`src/rtl/scurve_pkg.sv`:
```
// Shared definitions for the S-curve result path: frame delimiters,
// default channel word count and the frame reader state encoding.
package scurve_pkg;

    // Data words produced per channel by the S-curve channel test (1..8).
    localparam int          DEF_WORDS_PER_CHANNEL = 6;
    localparam int          MAX_WORDS_PER_CHANNEL = 8;

    localparam logic [15:0] DEF_FRAME_HEADER      = 16'hFF45;
    localparam logic [15:0] DEF_FRAME_TRAILER     = 16'hFF5A;

    typedef enum logic [2:0] {
        ST_IDLE       = 3'd0,
        ST_RD_WAIT    = 3'd1,
        ST_RD_PULSE   = 3'd2,
        ST_RD_CAPTURE = 3'd3,
        ST_SEND       = 3'd4,
        ST_DONE       = 3'd5
    } state_t;

    // Channel/DAC info word that follows the header.
    function automatic logic [15:0] info_word(input logic [5:0] ch, input logic [9:0] dac);
        return {ch, dac};
    endfunction

endpackage

```
`src/rtl/scurve_frame_reader_if.sv`:
```
// Bus bundle between the S-curve data FIFO read port, the frame reader and
// the USB transmit FIFO write port.
//
// Handshake semantics:
//   FIFO side : the reader raises Fifo_Rd_En for exactly one cycle, only when
//               Fifo_Empty was low in the deciding cycle; Fifo_Dout is valid
//               the cycle after Fifo_Rd_En (standard, non first-word-fall-through).
//   USB side  : every cycle with Usb_Data_Wr_En high transfers Usb_Data once.
//               The reader samples Usb_Fifo_Full in the cycle it registers a
//               write decision and never registers a write while it is high.
interface scurve_frame_reader_if;
    logic        Fifo_Empty;
    logic [15:0] Fifo_Dout;
    logic        Fifo_Rd_En;
    logic        Usb_Fifo_Full;
    logic [15:0] Usb_Data;
    logic        Usb_Data_Wr_En;

    modport master (
        input  Fifo_Empty, Fifo_Dout, Usb_Fifo_Full,
        output Fifo_Rd_En, Usb_Data, Usb_Data_Wr_En
    );

    modport slave (
        output Fifo_Empty, Fifo_Dout, Usb_Fifo_Full,
        input  Fifo_Rd_En, Usb_Data, Usb_Data_Wr_En
    );
endinterface

```
`src/rtl/scurve_frame_reader.sv`:
```
// Drains one channel's S-curve count words from the data FIFO and frames them
// for the USB FIFO as: header, info, data words, XOR checksum, trailer.
module scurve_frame_reader
    import scurve_pkg::*;
#(
    parameter int          WORDS_PER_CHANNEL = DEF_WORDS_PER_CHANNEL,
    parameter logic [15:0] FRAME_HEADER      = DEF_FRAME_HEADER,
    parameter logic [15:0] FRAME_TRAILER     = DEF_FRAME_TRAILER
) (
    input  logic                  Clk,
    input  logic                  reset_n,
    input  logic                  Packer_Enable,
    input  logic [5:0]            Channel_Index,
    input  logic [9:0]            Dac_Code,
    scurve_frame_reader_if.master bus,
    output logic                  Frame_Done,
    output logic [15:0]           Frame_Count,
    output state_t                Fsm_State
);

    // Send index layout: 0 header, 1 info, 2..N+1 data, N+2 checksum, N+3 trailer.
    localparam logic [3:0] LAST_CNT      = 4'(WORDS_PER_CHANNEL - 1);
    localparam logic [3:0] LAST_DATA_IDX = 4'(WORDS_PER_CHANNEL + 1);
    localparam logic [3:0] CSUM_IDX      = 4'(WORDS_PER_CHANNEL + 2);
    localparam logic [3:0] TRAILER_IDX   = 4'(WORDS_PER_CHANNEL + 3);

    state_t      state_q, state_d;
    logic [3:0]  word_cnt;
    logic [3:0]  send_idx;
    logic [15:0] buffer [MAX_WORDS_PER_CHANNEL];
    logic [15:0] checksum;
    logic [15:0] info_q;
    logic [15:0] send_word;

    logic        rd_en_d;
    logic        wr_en_d;
    logic        done_d;
    logic [15:0] usb_data_d;
    logic [15:0] frame_count_nxt;

    // A channel with no words captured yet may be abandoned when the enable drops.
    logic        abandon;
    assign abandon   = (word_cnt == 4'd0) && !Packer_Enable;
    assign Fsm_State = state_q;

    // State register.
    always_ff @(posedge Clk or negedge reset_n) begin
        if (!reset_n) state_q <= ST_IDLE;
        else          state_q <= state_d;
    end

    // Next-state logic; once the first word is captured the frame always completes.
    always_comb begin
        state_d = state_q;
        case (state_q)
            ST_IDLE:       if (Packer_Enable) state_d = ST_RD_WAIT;
            ST_RD_WAIT: begin
                if (abandon)              state_d = ST_IDLE;
                else if (!bus.Fifo_Empty) state_d = ST_RD_PULSE;
            end
            ST_RD_PULSE:   state_d = ST_RD_CAPTURE;
            ST_RD_CAPTURE: state_d = (word_cnt == LAST_CNT) ? ST_SEND : ST_RD_WAIT;
            ST_SEND:       if (!bus.Usb_Fifo_Full && send_idx == TRAILER_IDX) state_d = ST_DONE;
            ST_DONE:       state_d = Packer_Enable ? ST_RD_WAIT : ST_IDLE;
            default:       state_d = ST_IDLE;
        endcase
    end

    // Output decode: next values of the registered strobes, data and frame counter.
    always_comb begin
        rd_en_d         = 1'b0;
        wr_en_d         = 1'b0;
        done_d          = 1'b0;
        usb_data_d      = bus.Usb_Data;
        frame_count_nxt = Frame_Count;
        case (state_q)
            ST_RD_WAIT: rd_en_d = !abandon && !bus.Fifo_Empty;
            ST_SEND: begin
                if (!bus.Usb_Fifo_Full) begin
                    wr_en_d    = 1'b1;
                    usb_data_d = send_word;
                end
            end
            ST_DONE: begin
                done_d          = 1'b1;
                frame_count_nxt = Frame_Count + 16'd1;
            end
            default: ;
        endcase
    end

    // Output registers.
    always_ff @(posedge Clk or negedge reset_n) begin
        if (!reset_n) begin
            bus.Fifo_Rd_En     <= 1'b0;
            bus.Usb_Data_Wr_En <= 1'b0;
            bus.Usb_Data       <= '0;
            Frame_Done         <= 1'b0;
            Frame_Count        <= '0;
        end else begin
            bus.Fifo_Rd_En     <= rd_en_d;
            bus.Usb_Data_Wr_En <= wr_en_d;
            bus.Usb_Data       <= usb_data_d;
            Frame_Done         <= done_d;
            Frame_Count        <= frame_count_nxt;
        end
    end

    // Select the frame word addressed by the send index.
    always_comb begin
        send_word = FRAME_TRAILER;
        if (send_idx == 4'd0)                send_word = FRAME_HEADER;
        else if (send_idx == 4'd1)           send_word = info_q;
        else if (send_idx <= LAST_DATA_IDX)  send_word = buffer[send_idx[2:0] - 3'd2];
        else if (send_idx == CSUM_IDX)       send_word = checksum;
    end

    // Capture buffer, checksum, info latch and send sequencing.
    always_ff @(posedge Clk or negedge reset_n) begin
        if (!reset_n) begin
            word_cnt <= '0;
            send_idx <= '0;
            checksum <= '0;
            info_q   <= '0;
            for (int i = 0; i < MAX_WORDS_PER_CHANNEL; i++) buffer[i] <= '0;
        end else begin
            case (state_q)
                ST_RD_CAPTURE: begin
                    buffer[word_cnt[2:0]] <= bus.Fifo_Dout;
                    checksum              <= checksum ^ bus.Fifo_Dout;
                    if (word_cnt == 4'd0) info_q <= info_word(Channel_Index, Dac_Code);
                    word_cnt              <= word_cnt + 4'd1;
                    send_idx              <= '0;
                end
                ST_SEND: if (!bus.Usb_Fifo_Full) send_idx <= send_idx + 4'd1;
                ST_DONE: begin
                    word_cnt <= '0;
                    checksum <= '0;
                end
                default: ;
            endcase
        end
    end

endmodule

```
`src/flat_wrapper.sv`:
```
// flat-port wrapper written by rule: the top's interface ports become plain ports
module scurve_frame_reader_flat import scurve_pkg::*;
#(
    parameter int          WORDS_PER_CHANNEL = DEF_WORDS_PER_CHANNEL,
    parameter logic [15:0] FRAME_HEADER      = DEF_FRAME_HEADER,
    parameter logic [15:0] FRAME_TRAILER     = DEF_FRAME_TRAILER
)
  (Clk, reset_n, Packer_Enable, Channel_Index, Dac_Code, Frame_Done, Frame_Count, Fsm_State, bus_Fifo_Empty, bus_Fifo_Dout, bus_Usb_Fifo_Full, bus_Fifo_Rd_En, bus_Usb_Data, bus_Usb_Data_Wr_En);
  scurve_frame_reader_if bus_i ();
  input  logic Clk;
  input  logic reset_n;
  input  logic Packer_Enable;
  input  logic [5:0] Channel_Index;
  input  logic [9:0] Dac_Code;
  output logic Frame_Done;
  output logic [15:0] Frame_Count;
  output state_t Fsm_State;
  input wire logic [$bits(bus_i.Fifo_Empty)-1:0] bus_Fifo_Empty;
  input wire logic [$bits(bus_i.Fifo_Dout)-1:0] bus_Fifo_Dout;
  input wire logic [$bits(bus_i.Usb_Fifo_Full)-1:0] bus_Usb_Fifo_Full;
  output wire logic [$bits(bus_i.Fifo_Rd_En)-1:0] bus_Fifo_Rd_En;
  output wire logic [$bits(bus_i.Usb_Data)-1:0] bus_Usb_Data;
  output wire logic [$bits(bus_i.Usb_Data_Wr_En)-1:0] bus_Usb_Data_Wr_En;
  assign bus_i.Fifo_Empty = bus_Fifo_Empty;
  assign bus_i.Fifo_Dout = bus_Fifo_Dout;
  assign bus_i.Usb_Fifo_Full = bus_Usb_Fifo_Full;
  assign bus_Fifo_Rd_En = bus_i.Fifo_Rd_En;
  assign bus_Usb_Data = bus_i.Usb_Data;
  assign bus_Usb_Data_Wr_En = bus_i.Usb_Data_Wr_En;
  scurve_frame_reader #(.WORDS_PER_CHANNEL(WORDS_PER_CHANNEL), .FRAME_HEADER(FRAME_HEADER), .FRAME_TRAILER(FRAME_TRAILER)) u_core (.Clk(Clk), .reset_n(reset_n), .Packer_Enable(Packer_Enable), .Channel_Index(Channel_Index), .Dac_Code(Dac_Code), .bus(bus_i), .Frame_Done(Frame_Done), .Frame_Count(Frame_Count), .Fsm_State(Fsm_State));
endmodule
```
`config.mk`:
```
export PLATFORM = sky130hd
export DESIGN_NAME = scurve_frame_reader_flat
export DESIGN_NICKNAME = d
export VERILOG_FILES = /design/src/rtl/scurve_pkg.sv /design/src/rtl/scurve_frame_reader_if.sv /design/src/rtl/scurve_frame_reader.sv /design/src/flat_wrapper.sv
export SDC_FILE = /design/constraint.sdc
export NUM_CORES = 1
export LEC_CHECK = 0
export CAP_MARGIN = 10
export CORE_MARGIN = 2
export CORE_UTILIZATION = 45
export DETAILED_ROUTE_END_ITERATION = 8
export HOLD_SLACK_MARGIN = 0.02
export PLACE_DENSITY = 0.64
export SLEW_MARGIN = 20
export SYNTH_ARGS = -nofsm -noshare
export SYNTH_HDL_FRONTEND = slang
export SYNTH_SLANG_ARGS = --single-unit
```
`constraint.sdc`:
```
create_clock -name Clk -period 5.8 [get_ports Clk]
set_clock_uncertainty 0.1 [all_clocks]
set_input_delay 1.16 -clock Clk [delete_from_list [all_inputs] [get_ports Clk]]
set_output_delay 1.16 -clock Clk [all_outputs]
set_load 0.02 [all_outputs]
```
==> PnR_summary.wiki <==
{| class="wikitable"
! Metric !! Value
|-
| Run status || finished clean
|-
| Area share of fa/ha/maj cells after synthesis || 1.05%
|-
| Setup repair after global routing missed its margin || no
|-
| Worst setup margin || 2590 ps
|-
| Setup CP Type || reg2reg
|-
| Register-to-register path setup slack || 2590 ps
|-
| Maximum number of buffers from clock root to sink || 3
|-
| Slew margin rel. || 25.3%
|-
| Final setup TNS || 0 ps
|-
| Post-Syn Instances || 707
|-
| Capturing element type of the critical path || flop
|-
| Top cells by area in the synthesized netlist || sky130_fd_sc_hd__dfrtp_1 54%, sky130_fd_sc_hd__mux2_2 14%, sky130_fd_sc_hd__mux4_2 6.8%
|-
| TritonCTS clock tree || done
|-
| Starting utilization of the core area || 45.7%
|-
| Crit path arrival time || around 3500 ps
|-
| Clk slew on worst S/H paths || approximately 60 ps
|-
| Number of sinks on the clock net || approximately 200
|-
| Area of placed instances || roughly 0.010 mm^2
|-
| Sort of element at the start of the critical path || flop
|-
| # IOs || 75
|-
| Total routing resource utilization after global routing || between 10% and 20%
|-
| Hold buffer count at CTS || 0
|-
| Vias in the first global route || slightly above 6k
|-
| Final standard cell utilization of the core || a little over half
|-
| Number of fill cells || ~1.8k
|-
| Number of H-tree branching levels || 1
|-
| Lkg Pwr || between 4 and 5 nW
|-
| Synthesized area per cell || 13.5 um^2
|-
| PostCTS Resize Cnt || 0
|-
| WP data required || roughly 6000 ps
|-
| Placer's final routability congestion estimate || 0.786
|-
| Transition at the pin with the smallest max-transition slack || 1120 ps
|-
| Gr ovfl total || 0
|-
| Clock Latency Late Sink || 510 ps
|-
| Tmin final || around 3200 ps
|-
| Most used flip-flop cell after synthesis || sky130_fd_sc_hd__dfrtp_1
|-
| Number of enable flip-flop cells after synthesis || 0
|-
| Crit path top cell by count || sky130_fd_sc_hd__buf_4
|-
| Share of post-route cells with drive strength above 1 || 29.2%
|-
| Wire length per cell after detailed routing || 20.5 um
|-
| Simple-Gate Fraction of Synth Area || roughly 7.6%
|-
| Launch point of the worst reg-to-reg path || u_core.send_idx[1]
|-
| Number of routed nets with antenna violations || 0
|-
| Parity-gate share of the synthesized area counting xor and xnor cells || 1.56%
|-
| Total die area || 0.0224 mm^2
|-
| Type of the worst min-delay path || reg2reg
|-
| Routed WL || ~22 mm
|-
| Vias per Instance || 5.71
|-
| R2r endpoint || u_core.bus.Usb_Data[9]
|-
| Initial antenna violation count || 0
|-
| Warnings from Yosys || 0
|-
| Yosys top cell area share || between 50% and 60%
|-
| Dominant combinational cell family by area after synthesis || multiplexers
|-
| Post-route standard cell area excluding fillers || roughly 0.011 mm^2
|-
| Layout area overhead || 17.1%
|-
| Critical Path Source || u_core.send_idx[1]
|-
| Areal power density over the cells || 456 mW/mm^2
|-
| Fraction of the yosys area taken by sequential cells || roughly 54%
|-
| Final net count || 811
|-
| Highest cell delay on the worst timing path || 820 ps
|-
| Net count after synthesis || roughly 750
|-
| CP max FO || 36
|-
| Max-cap viol count || 0
|-
| Ordered cell list for the critical path || buf_4 > ha_1 > buf_4 > mux4_2 > mux2i_1 > a31oi_1
|-
| Floorplan core area || between 0.02 and 0.025 mm^2
|-
| Worst path top cell family by delay || buffers and inverters
|-
| First-pass iteration count of the detailed router || 5
|-
| Share of cell area taken by muxes after synthesis || 26.4%
|-
| Compound-gate portion of the synthesized area || 6.16%
|-
| Flip-flop and latch count after synthesis || 206
|-
| Post-synth ARST share || 100%
|-
| Largest area contributor in the synthesized netlist || sky130_fd_sc_hd__dfrtp_1
|-
| CP max-delay cell || sky130_fd_sc_hd__ha_1
|-
| Largest net degree at the start of global routing || 97
|-
| Peak supply drop || 195 uV
|-
| Post-CTS setup repair buffer count || 0
|-
| Achievable frequency || between 300 and 400 MHz
|-
| Distinct cell type count after synthesis || just under 60
|-
| Row Count || 53
|-
| First-pass GRT wire length || 34.1 mm
|-
| Number of pins with negative max-slew slack in the final report || 0
|-
| Smallest hold slack || ~390 ps
|-
| Pre-CTS worst setup slack || approximately 2300 ps
|-
| Number of I/O port buffers || 74
|-
| Count of endpoints failing hold in the final timing report || 0
|-
| Cells on worst reg2reg path || 6
|-
| Buffer type at the clock tree root || sky130_fd_sc_hd__clkbuf_16
|-
| Critical Path End || u_core.bus.Usb_Data[9]
|-
| Total number of cells along the worst setup path || 6
|-
| Total via count after detailed routing || just over 6k
|-
| CTS buffer count || 23
|-
| Fraction of the cycle the final worst path needs || about 55%
|-
| Width of the die || 150 um
|-
| # DRC || 0
|-
| Detailed router's first-iteration violation count || about 370
|-
| Final HPWL DP || around 14 mm
|-
| Die Span Y || 150 um
|-
| Total buffers and inverters traversed by the critical path || 2
|-
| Number of setup violations in the final report || 0
|-
| Area of the mapped netlist || 0.00957 mm^2
|-
| Ant diodes || 0
|}
==> cells by family (layout without fill, tap and decap cells) <==
family,Yosys count,after routing
simple gates,136,136
fa+ha+maj,8,8
xor+xnor,17,17
buf+inv,62,138
flops,206,206
mux,191,191
compound gates,87,87
==> per-layer routing <==
metal	part of all wire [%]	routed length, um	track usage [%]
met4	1.5	335	4.25
met3	4.4	954	2.56
met5	0	0	0
met2	47	10200	31.6
met1	47	10200	28.4
==> synth_stat cells (all sizes together), types with 5 or more instances <==
library cell	count
nand3	26
xor2	6
inv	17
buf	28
nor3	5
a31oi	11
o22ai	11
ha	8
xnor2	11
dfrtp	206
nor2b	5
a21oi	7
nand2b	5
mux2	144
clkbuf	17
a32oi	7
nand2	47
mux2i	18
nor2	26
o21ai	25
mux4	29
==> cell usage in the layout, fill, tap and decap left out, types with 14 or more instances in the layout <==
master / n
sky130_fd_sc_hd__mux2_2: 120
sky130_fd_sc_hd__mux2_4: 20
sky130_fd_sc_hd__nand2_1: 46
sky130_fd_sc_hd__clkbuf_16: 23
sky130_fd_sc_hd__dfrtp_1: 205
sky130_fd_sc_hd__inv_1: 14
sky130_fd_sc_hd__mux2i_1: 18
sky130_fd_sc_hd__mux4_2: 29
sky130_fd_sc_hd__nand3_1: 24
sky130_fd_sc_hd__o21ai_0: 25
sky130_fd_sc_hd__clkdlybuf4s50_1: 73
sky130_fd_sc_hd__nor2_1: 25
==> worst reg2reg max path, stage by stage, from the launching register on <==
cell and delay, ps:
sky130_fd_sc_hd__dfrtp_2 340, sky130_fd_sc_hd__buf_4 530, sky130_fd_sc_hd__ha_1 840, sky130_fd_sc_hd__buf_4 440, sky130_fd_sc_hd__mux4_2 360, sky130_fd_sc_hd__mux2i_1 330, sky130_fd_sc_hd__a31oi_1 130
==> sequential cells by signal, indices dropped and copies added (netlist names) <==
name and count:
u_core.word_cnt 4, u_core.bus.Usb_Data 16, u_core.bus.Usb_Data_Wr_En 1, u_core.checksum 16, u_core.bus.Fifo_Rd_En 1, u_core.send_idx 4
u_core.buffer 128, u_core.Fsm_State 3, u_core.Frame_Count 16, u_core.info_q 16, u_core.Frame_Done 1
==> cell type report <==
class	count	area [um^2]	share of cell area (%)
Tap cell	275	344	3.07
Clock inverter	9	78.8	0.703
Inverter	17	63.8	0.569
Timing Repair Buffer	79	782	6.98
Clock buffer	33	673	6.01
Multi-Input combinational cell	439	4110	36.7
Sequential cell	206	5160	46.0
==> where the power goes <==
part	switching, mW	internal, mW
Sequential	0.370	1.99
Clock	0.570	0.851
Combinational	0.554	0.771
==> through the flow <==
stage               std cells  total power [mW]
floorplan                 707              3.30
global route             1058              5.38
finish                   1058              5.11
global placement         1016              3.61
detailed placement       1016              3.70
CTS                      1058              5.15
==> worst min-delay path by stage <==
stage	startpoint	endpoint	slack, ps	cells past startpoint
CTS	u_core.buffer[36]	u_core.buffer[36]	390	1
global route	u_core.buffer[35]	u_core.buffer[35]	400	1
floorplan	u_core.checksum[1]	u_core.checksum[1]	350	1
global placement	u_core.Frame_Count[15]	u_core.Frame_Count[15]	360	1
detailed placement	u_core.buffer[36]	u_core.buffer[36]	380	1
finish	u_core.Frame_Count[15]	u_core.Frame_Count[15]	390	1
No activity file was read; power rests on OpenSTA's default activity.
